## src/rtl/pld_config_loader_pkg.sv

```systemverilog
// Shared definitions for the PLD configuration loader: default image geometry,
// commit FSM encodings, image region map and byte/bit helpers.
package pld_config_loader_pkg;

    localparam int CFG_BYTES_DEF = 64;
    localparam int ADDR_W_DEF    = 6;

    // Commit sequence states; kept as plain constants so older tools and
    // netlists see a fixed binary encoding.
    localparam logic [1:0] ST_IDLE    = 2'd0;
    localparam logic [1:0] ST_QUIESCE = 2'd1;
    localparam logic [1:0] ST_SWAP    = 2'd2;
    localparam logic [1:0] ST_RESUME  = 2'd3;

    // Image layout: input terms, output terms, macrocell control.
    localparam int IT_FIRST = 'h00;
    localparam int IT_LAST  = 'h2F;
    localparam int OT_FIRST = 'h30;
    localparam int OT_LAST  = 'h37;
    localparam int MC_FIRST = 'h38;
    localparam int MC_LAST  = 'h3F;

    typedef enum logic [1:0] {
        REGION_IT,
        REGION_OT,
        REGION_MC,
        REGION_NONE
    } cfg_region_e;

    // Bit offset of byte k within the flat config vector.
    function automatic int byte2bit(input int byteIdx);
        return byteIdx * 8;
    endfunction

    // Which functional region of the image a byte address belongs to.
    function automatic cfg_region_e region_of(input int byteIdx);
        if (byteIdx >= IT_FIRST && byteIdx <= IT_LAST) begin
            return REGION_IT;
        end else if (byteIdx >= OT_FIRST && byteIdx <= OT_LAST) begin
            return REGION_OT;
        end else if (byteIdx >= MC_FIRST && byteIdx <= MC_LAST) begin
            return REGION_MC;
        end
        return REGION_NONE;
    endfunction

endpackage

```

## src/rtl/pld_config_loader_shadow.sv

```systemverilog
// Shadow copy of the configuration image plus a per-byte "written since last
// swap" mask. Byte writes land here; the top copies the image out on a swap
// and pulses clear to restart the mask.
module pld_config_loader_shadow
    import pld_config_loader_pkg::*;
#(
    parameter int CFG_BYTES = CFG_BYTES_DEF,
    parameter int ADDR_W    = ADDR_W_DEF
)
(
    input  logic                   i_clk,
    input  logic                   i_reset,
    input  logic                   i_wr_en,
    input  logic [ADDR_W-1:0]      i_wr_addr,
    input  logic [7:0]             i_wr_data,
    input  logic                   i_clear,
    output logic [CFG_BYTES*8-1:0] o_image,
    output logic [CFG_BYTES-1:0]   o_mask
);

    logic [CFG_BYTES*8-1:0] r_image;
    logic [CFG_BYTES-1:0]   r_mask;
    logic                   w_addr_ok;
    logic                   w_store;

    // Addresses beyond the image only exist when the image is not a power of
    // two; such writes are handshaken by the top but never stored.
    generate
        if (CFG_BYTES == (1 << ADDR_W)) begin : g_addr_full
            assign w_addr_ok = 1'b1;
        end else begin : g_addr_ranged
            assign w_addr_ok = ({1'b0, i_wr_addr} < (ADDR_W+1)'(CFG_BYTES));
        end
    endgenerate

    assign w_store = i_wr_en & w_addr_ok;

    // Store the written byte into its slot of the shadow image.
    always_ff @(posedge i_clk or negedge i_reset) begin
        if (!i_reset) begin
            r_image <= '0;
        end else if (w_store) begin
            r_image[byte2bit(int'(i_wr_addr)) +: 8] <= i_wr_data;
        end
    end

    // Track which bytes were written since the last swap; a write in the same
    // cycle as a clear still marks its byte.
    always_ff @(posedge i_clk or negedge i_reset) begin
        if (!i_reset) begin
            r_mask <= '0;
        end else begin
            if (i_clear) begin
                r_mask <= '0;
            end
            if (w_store) begin
                r_mask[i_wr_addr] <= 1'b1;
            end
        end
    end

    assign o_image = r_image;
    assign o_mask  = r_mask;

endmodule

```

## src/rtl/pld_config_loader.sv

```systemverilog
// Writer side of the PLD configuration image. Bytes are collected in a shadow
// image; a commit pulse runs a short sequence that drops pld_en, copies the
// whole shadow into the live config in one edge, then re-enables the PLDs.
module pld_config_loader
    import pld_config_loader_pkg::*;
#(
    parameter int CFG_BYTES = CFG_BYTES_DEF,
    parameter int ADDR_W    = ADDR_W_DEF
)
(
    input  logic                   i_clk,
    input  logic                   i_reset,
    input  logic                   i_wr_valid,
    output logic                   o_wr_ready,
    input  logic [ADDR_W-1:0]      i_wr_addr,
    input  logic [7:0]             i_wr_data,
    input  logic                   i_commit,
    input  logic                   i_run,
    output logic [CFG_BYTES*8-1:0] o_config,
    output logic                   o_pld_en,
    output logic                   o_commit_done,
    output logic                   o_partial,
    input  logic [ADDR_W-1:0]      i_rd_addr,
    output logic [7:0]             o_rd_data
);

    logic [1:0]             r_state;
    logic [1:0]             w_next_state;
    logic                   r_wr_ready;
    logic                   r_live_valid;
    logic                   r_pld_en;
    logic                   r_commit_done;
    logic                   r_partial;
    logic [CFG_BYTES*8-1:0] r_config;
    logic [7:0]             r_rd_data;
    logic [CFG_BYTES*8-1:0] w_shadow_image;
    logic [CFG_BYTES-1:0]   w_shadow_mask;
    logic                   w_wr_accept;
    logic                   w_swap;
    logic                   w_rd_ok;

    assign w_wr_accept = i_wr_valid & r_wr_ready;
    assign w_swap      = (r_state == ST_SWAP);

    // Readback of addresses past the image returns zero.
    generate
        if (CFG_BYTES == (1 << ADDR_W)) begin : g_rd_full
            assign w_rd_ok = 1'b1;
        end else begin : g_rd_ranged
            assign w_rd_ok = ({1'b0, i_rd_addr} < (ADDR_W+1)'(CFG_BYTES));
        end
    endgenerate

    pld_config_loader_shadow #(
        .CFG_BYTES (CFG_BYTES),
        .ADDR_W    (ADDR_W)
    ) u_shadow (
        .i_clk     (i_clk),
        .i_reset   (i_reset),
        .i_wr_en   (w_wr_accept),
        .i_wr_addr (i_wr_addr),
        .i_wr_data (i_wr_data),
        .i_clear   (w_swap),
        .o_image   (w_shadow_image),
        .o_mask    (w_shadow_mask)
    );

    // Commit sequence: a commit is only taken in IDLE, the rest step once per cycle.
    always_comb begin
        w_next_state = r_state;
        case (r_state)
            ST_IDLE:    if (i_commit) w_next_state = ST_QUIESCE;
            ST_QUIESCE: w_next_state = ST_SWAP;
            ST_SWAP:    w_next_state = ST_RESUME;
            ST_RESUME:  w_next_state = ST_IDLE;
            default:    w_next_state = ST_IDLE;
        endcase
    end

    // State register; ready is registered from the next state so it is low
    // for the first cycle after reset and for the three non-IDLE cycles.
    always_ff @(posedge i_clk or negedge i_reset) begin
        if (!i_reset) begin
            r_state    <= ST_IDLE;
            r_wr_ready <= 1'b0;
        end else begin
            r_state    <= w_next_state;
            r_wr_ready <= (w_next_state == ST_IDLE);
        end
    end

    // Live image: the whole shadow is copied in the SWAP cycle, and the
    // partial flag records whether any byte went unwritten since the last swap.
    always_ff @(posedge i_clk or negedge i_reset) begin
        if (!i_reset) begin
            r_config     <= '0;
            r_live_valid <= 1'b0;
            r_partial    <= 1'b0;
        end else if (w_swap) begin
            r_config     <= w_shadow_image;
            r_live_valid <= 1'b1;
            r_partial    <= ~&w_shadow_mask;
        end
    end

    // PLD enable follows the next state so it drops on the commit edge and
    // returns on the edge that re-enters IDLE; done pulses during RESUME.
    always_ff @(posedge i_clk or negedge i_reset) begin
        if (!i_reset) begin
            r_pld_en      <= 1'b0;
            r_commit_done <= 1'b0;
        end else begin
            r_pld_en      <= i_run & r_live_valid & (w_next_state == ST_IDLE);
            r_commit_done <= w_swap;
        end
    end

    // One-cycle-latency readback of the live image.
    always_ff @(posedge i_clk or negedge i_reset) begin
        if (!i_reset) begin
            r_rd_data <= '0;
        end else begin
            r_rd_data <= w_rd_ok ? r_config[byte2bit(int'(i_rd_addr)) +: 8] : 8'h00;
        end
    end

    assign o_wr_ready    = r_wr_ready;
    assign o_config      = r_config;
    assign o_pld_en      = r_pld_en;
    assign o_commit_done = r_commit_done;
    assign o_partial     = r_partial;
    assign o_rd_data     = r_rd_data;

endmodule
```

## config.mk

```make
export PLATFORM = sky130hd
export DESIGN_NAME = pld_config_loader
export DESIGN_NICKNAME = d
export VERILOG_FILES = /design/src/rtl/pld_config_loader_pkg.sv /design/src/rtl/pld_config_loader_shadow.sv /design/src/rtl/pld_config_loader.sv
export SDC_FILE = /design/constraint.sdc
export NUM_CORES = 2
export LEC_CHECK = 0
export CAP_MARGIN = 20
export CORE_MARGIN = 10
export CORE_UTILIZATION = 56
export CTS_CLUSTER_SIZE = 12
export DETAILED_ROUTE_END_ITERATION = 10
export PLACE_DENSITY = 0.89
export SKIP_LAST_GASP = 1
export SLEW_MARGIN = 20
export SYNTH_ARGS = -nofsm -noshare
export SYNTH_HDL_FRONTEND = slang
export SYNTH_HIERARCHICAL = 1
export SYNTH_SLANG_ARGS = --single-unit
```

## constraint.sdc

```tcl
create_clock -name i_clk -period 2.7 [get_ports i_clk]
set_input_delay 0.54 -clock i_clk [delete_from_list [all_inputs] [get_ports i_clk]]
set_output_delay 0.54 -clock i_clk [all_outputs]
set_load 0.01 [all_outputs]
```

# Word-level counts from Yosys, hierarchy flattened
# Cells that the tools add are included.
[classes]
n_eq_ne = 3
order_cmp = 2
n_reduce_logical = 5
mux = 7
multipliers = 0
div_mod_pow = 0
n_bitwise = 4
shifts = 3
add_sub_neg = 1
[ops]
columns = ["cell", "count"]
rows = [
  ["512-bit bitwise mux", 1],
  ["8-bit by 33-bit variable shift with 512-bit output, first input constant", 1],
  ["512-bit by 10-bit indexed part select with 8-bit output", 1],
  ["8-bit by 33-bit indexed part select with 512-bit output", 1],
  ["64-bit two-way mux", 2],
  ["64-bit bitwise OR", 1],
  ["64-bit AND reduction", 1],
  ["9-bit negator with 33-bit output", 1],
  ["2-bit one-hot mux with 4 select lines", 1],
  ["6-bit by 7-bit < comparator with 1-bit output, second input constant", 1],
  ["1-bit demux with 6-bit select", 1],
  ["6-bit by 1-bit >= comparator with 1-bit output, second input constant", 1],
  ["2-bit equality test, second input constant", 2],
  ["2-bit zero test", 2],
  ["1-bit AND", 3],
  ["2-bit by 1-bit equality test with 1-bit output, second input constant", 1],
  ["2-bit two-way mux", 1],
  ["1-bit logical AND", 1],
  ["1-bit zero test", 1],
  ["1-bit two-way mux", 1],
]
[word_totals]
regBits = 1103
mem_bits_rw = 0
input_bits = 25
memories = 0
latchBits = 0
word_cells = 35
romBits = 0
output_inout_bits = 524

# Longest topological paths before layout
[logic_depth]
depth_word = 6
depth_mapped = 12
depth_no_buf = 8

# Hierarchy
# The synthesis kept the hierarchy.
[modules_own_cells]
columns = ["module", "n_inst", "cells_per_inst", "area_per_inst_um2", "seq_area_each_um2"]
rows = [
  ["pld_config_loader_shadow", 1, 1863, 23925.4, 14413.8],
  ["pld_config_loader", 1, 1469, 23727.8, 13187.6],
]

# Worst setup path before layout
# Ideal clock, no wire load.
[synth_path]
path_kind = "input -> register"
start = "in i_wr_addr[0]"
end = "reg u_shadow.r_image[112] (netlist: u_shadow/o_image[112])"
arrival_ps = 3132
path_slack_ps = -556
cell_stages = 11
n_path_buf = 4
setup_time_ps = 125
required_ps = 2575
cell_sequence = "or3_1 > clkbuf_1 > nor3_1 > ha_1 > clkbuf_1 > and4_1 > buf_2 > o311ai_2 > buf_4 > nor3_4 > mux2_2"
[synth_via]
elab_chain_len = 3
word_cells_on_any_way = 4
classes_between = "1 x add/sub; 2 x shift; 1 x mux"
[synth_lines]
columns = ["element", "line", "text"]
rows = [
  ["start: declaration", "pld_config_loader.sv:15", "input logic [ADDR_W-1:0] i_wr_addr,"],
  ["9-bit negator with 33-bit output (*)", "pld_config_loader_shadow.sv:43", "r_image[byte2bit(int'(i_wr_addr)) +: 8] <= i_wr_data;"],
  ["8-bit by 33-bit indexed part select with 512-bit output / 8-bit by 33-bit variable shift with 512-bit output (equally long branches)", "pld_config_loader_shadow.sv:43", ""],
  ["512-bit bitwise mux (*)", "pld_config_loader_shadow.sv:43", ""],
  ["end signal: indexed assignment", "pld_config_loader_shadow.sv:43", ""],
  ["end: declaration", "pld_config_loader_shadow.sv:21", "logic [CFG_BYTES*8-1:0] r_image;"],
]
# Every way passes the cells marked *; elsewhere a longest branch is shown, timed or not.
# A chain may end at the register's enable or synchronous reset.

# Worst setup path after layout
[layout_path]
start = "in i_rd_addr[3]"
end = "reg r_rd_data[6] (netlist: o_rd_data[6])"
[layout_via]
elab_chain_len = 1
[layout_lines]
columns = ["element", "line", "text"]
rows = [
  ["start: declaration", "pld_config_loader.sv:23", "input logic [ADDR_W-1:0] i_rd_addr,"],
  ["512-bit by 10-bit indexed part select with 8-bit output", "pld_config_loader.sv:123", "r_rd_data <= w_rd_ok ? r_config[byte2bit(int'(i_rd_addr)) +: 8] : 8'h00;"],
  ["end signal: assignment", "pld_config_loader.sv:123", ""],
  ["end: declaration", "pld_config_loader.sv:35", "logic [7:0] r_rd_data;"],
]
# No other way between the ends.

==> summary.md <==
| Metric | Value |
|---|---|
| Outcome | finished, violations left |
| Failing checks | negative setup slack |
| CP delay by family, top | buffers and inverters |
| Crit path from | i_rd_addr[3] |
| DIE AREA | 97200 sq um |
| ANT nets after route | 0 |
| Reg clk slew, reported paths | 0.06 ns |
| IO buf count | 548 |
| Tcrit/Tclk final | 105% |
| Most frequent cell after synthesis | dfrtp_1 |
| Setup Viol. Count Final | 1 |
| Clk sinks | 1103 |
| Final core utilization | 74.1% |
| All-layer global routing usage | 38.0% |
| CP most frequent cell | buf_4 |
| Chip Width | 312 microns |
| Crit path depth | 7 |
| Post-synthesis async set-or-reset flop share | 100% |
| Syn nets | 3361 |
| Synth Warn # | 6 |
| Worst Reg-to-Reg Cells | 8 |
| Max Freq | 352 MHz |
| CP endpoint kind | register |
| RePlAce Congestion | 1.02 |
| Period minus WS final | 2.84 ns |
| DRT Pass-1 Iters | 6 |
| Met2 global-route usage | 57.3% |
| Crit path max fanout | 7 |
| Initial Utilization | 56.8% |
| Placement Setup Slack | -0.963 ns |
| CP Launch Type | primary input |
| Critical path class | in2reg |
| M3 GR Usage | 13.6% |
| Total gr overflow | 0 |
| Antenna violations before repair | 17 |
| Critical path's slowest cell | o22ai_1 |
| Total negative slack | -0.141 ns |
| Cell row count | 106 |
| Final max-slew violation count | 0 |
| Pleak | 29.2 nW |
| Top cells by area, synth | dfrtp_1, mux2_2, mux4_2 |
| Cell Count Post-Placement | 5261 |
| Largest net degree at the start of global routing | 123 |
| Post-Syn Area per Cell | 14.3 sq um |
| First-pass GRT wire length | 271000 microns |
| DR vias | 36157 |
| Rel. slew slack | 24.4% |
| Post-synth EDFFs | 0 |
| Most area-hungry cell type in the Yosys netlist | dfrtp_1 |
| Clock Latency Late Sink | 0.71 ns |
| Area grow syn2layout | 30.6% |
| CTS Buffer Depth | 3 |
| Number of synthesized register bits | 1103 |
| Reg2reg setup slack | 0.14 ns |
| Fillcell total | 4775 |
| Post-synthesis sequential area ratio | 57.9% |
| RSZ-0062 raised after global routing | no |
| Critical-path cell list | clkdlybuf4s50_1 > buf_4 > buf_4 > or3_1 > o22ai_1 > or4_1 > o221ai_1 |
| Hold Violations, Final | 0 |
| Hold WS | 0.386 ns |
| Synth top area share | 57.9% |
| Max incr delay on CP | 0.60 ns |
| Fin cells | 5441 |
| M1 GR Usage | 44.9% |
| Busiest grt layer | met2 |
| DP HPWL | 136000 microns |
| Final #Nets | 4274 |
| Vias in the first global route | 37484 |
| Synthesized cell area | 47700 sq um |
| CTS tree | done |
| Total Power | 39.0 mW |
| Max cap viols | 0 |
| 1st-iter DRT viols | 4851 |
| Pwr dens | 627 nW/um^2 |
| Die height | 312 microns |
| R2r endpoint | o_rd_data[6]$_DFF_PN0_ |
| Maximum VDD drop | 0.601 mV |
| H-Tree Depth | 3 |
| Netlist cell types | 73 |
| # DRC | 0 |
| Layout cell share with drive strength beyond 1 | 39.9% |
| Top post-synthesis cells by count | dfrtp_1, mux2_2, clkbuf_1, nand2_1, nor2_1 |
| I/O Pins | 549 |
| Cell area after layout | 62200 sq um |
| Setup ws final | -0.141 ns |
| RR Startpoint | o_config[294]$_DFFE_PN0P_ |
| Worst path arrival time | 3.24 ns |
| CP required | 3.09 ns |
| Average wire per standard cell | 34.7 microns |
| Worst Skew | 0.0356 ns |
| Avg Vias per Cell | 6.65 |
| CTS Buf Count | 109 |
| Clk root buf | clkbuf_16 |
| Area after DPL | 58900 sq um |
| Core area | 84000 sq um |
| Top_reg_cell synth | dfrtp_1 |
| Detailed Route WL | 189000 microns |
| Tightest Pin Transition | 1.13 ns |
| CP endpoint | o_rd_data[6]$_DFF_PN0_ |
| Syn Inst Count | 3332 |
| Worst hold path type | in2async |
| CP Buf/Inv Count | 3 |
-- logic make-up (layout without fill, tap and decap cells) --
kind of cell,after synthesis,after routing,synth area share (%)
flip-flops,1103,1103,57.9
multiplexers,1048,1048,27.8
AND/OR/NAND/NOR,551,551,6.39
AO/OA/AOI/OAI,330,330,4.77
buffers and inverters,289,1262,2.81
XOR/XNOR,7,7,0.184
adder cells (fa/ha/maj),4,4,0.105
other,0,2,0
-- worst reg2reg max path, stage by stage (launching register included) --
cell and delay [ns]:
dfrtp_1 0.44, nor2b_1 0.16, a211oi_1 0.06, buf_4 0.17
a2111oi_2 0.47, buf_4 0.21, a211oi_1 0.04, buf_4 0.17
o221ai_1 0.64
-- registers in the layout, indices dropped and copies added (netlist names) --
name              cells
o_config            512
u_shadow/o_image    512
u_shadow/o_mask      64
o_rd_data             8
r_state               2
o_commit_done         1
o_partial             1
o_pld_en              1
o_wr_ready            1
r_live_valid          1
-- report_power, final --
group	switching (mW)	internal (mW)	leakage, nW
sequential	0.434	17.0	15.4
clock	6.52	7.80	1.56
combinational	4.11	3.18	12.3
total	11.1	28.0	29.2
-- routing by layer --
metal	part of all wire [%]	vias to the layer above
li1	-	13950
met1	34	18452
met2	44	2894
met3	13	845
met4	8.9	16
met5	0.056	-
-- placed cells by master (no fill, tap or decap), drive strengths merged, types with 4 or more instances in the layout --
cell	netlist	layout
nand2	142	142
nor2b	18	18
a211oi	17	17
nor4b	4	4
mux2i	8	8
clkdlybuf4s50	0	541
nand3	28	28
mux2	918	918
buf	66	474
inv	72	72
ha	4	4
nand3b	7	7
and3	27	27
o31ai	93	93
or4	4	4
or2	8	8
or3	14	14
nor3	55	55
a22oi	8	8
nand2b	17	17
a21o	10	10
and2	59	59
o22ai	81	81
o21ai	84	84
mux4	122	122
xnor2	6	6
clkinv	0	17
a2111oi	5	5
a21oi	7	7
clkbuf	151	152
nor4	16	16
nand4	19	19
nor2	128	128
dfrtp	1103	1103
o221ai	6	6
-- final cells by class --
class / instances / area [sq um] / share of cell area, %
antenna: 2 / 5.00 / 0.00804
clock buffer: 152 / 3010 / 4.84
clock inverter: 19 / 196 / 0.316
inverter: 72 / 278 / 0.446
multi-input combinational: 1940 / 19300 / 31.1
sequential: 1103 / 27600 / 44.4
tap: 1134 / 1420 / 2.28
timing repair buffer: 1019 / 10400 / 16.7
-- how the worst min path moves through the flow --
stage / endpoint / slack, ns / cells past startpoint
final: o_partial$_DFFE_PN0P_ / 0.39 / 2
after global placement: r_live_valid$_DFFE_PN0P_ / 0.44 / 1
after detailed placement: r_live_valid$_DFFE_PN0P_ / 0.45 / 1
after floorplan: o_commit_done$_DFF_PN0_ / 0.24 / 0
after global routing: o_partial$_DFFE_PN0P_ / 0.39 / 2
after CTS: o_partial$_DFFE_PN0P_ / 0.38 / 2
-- repair_timing --
| action | in CTS | in global routing |
|---|---|---|
| gates cloned | 0 | 0 |
| hold buffers | 1 | 0 |
| buffers inserted | 6 | 0 |
| endpoints found under the setup margin | 250 | 1 |
| endpoints found under the hold margin | 20 | 0 |
| gates resized for setup | 9 | 2 |
| pin swaps | 7 | 0 |
Note: power is estimated with default switching activity, not from simulation.
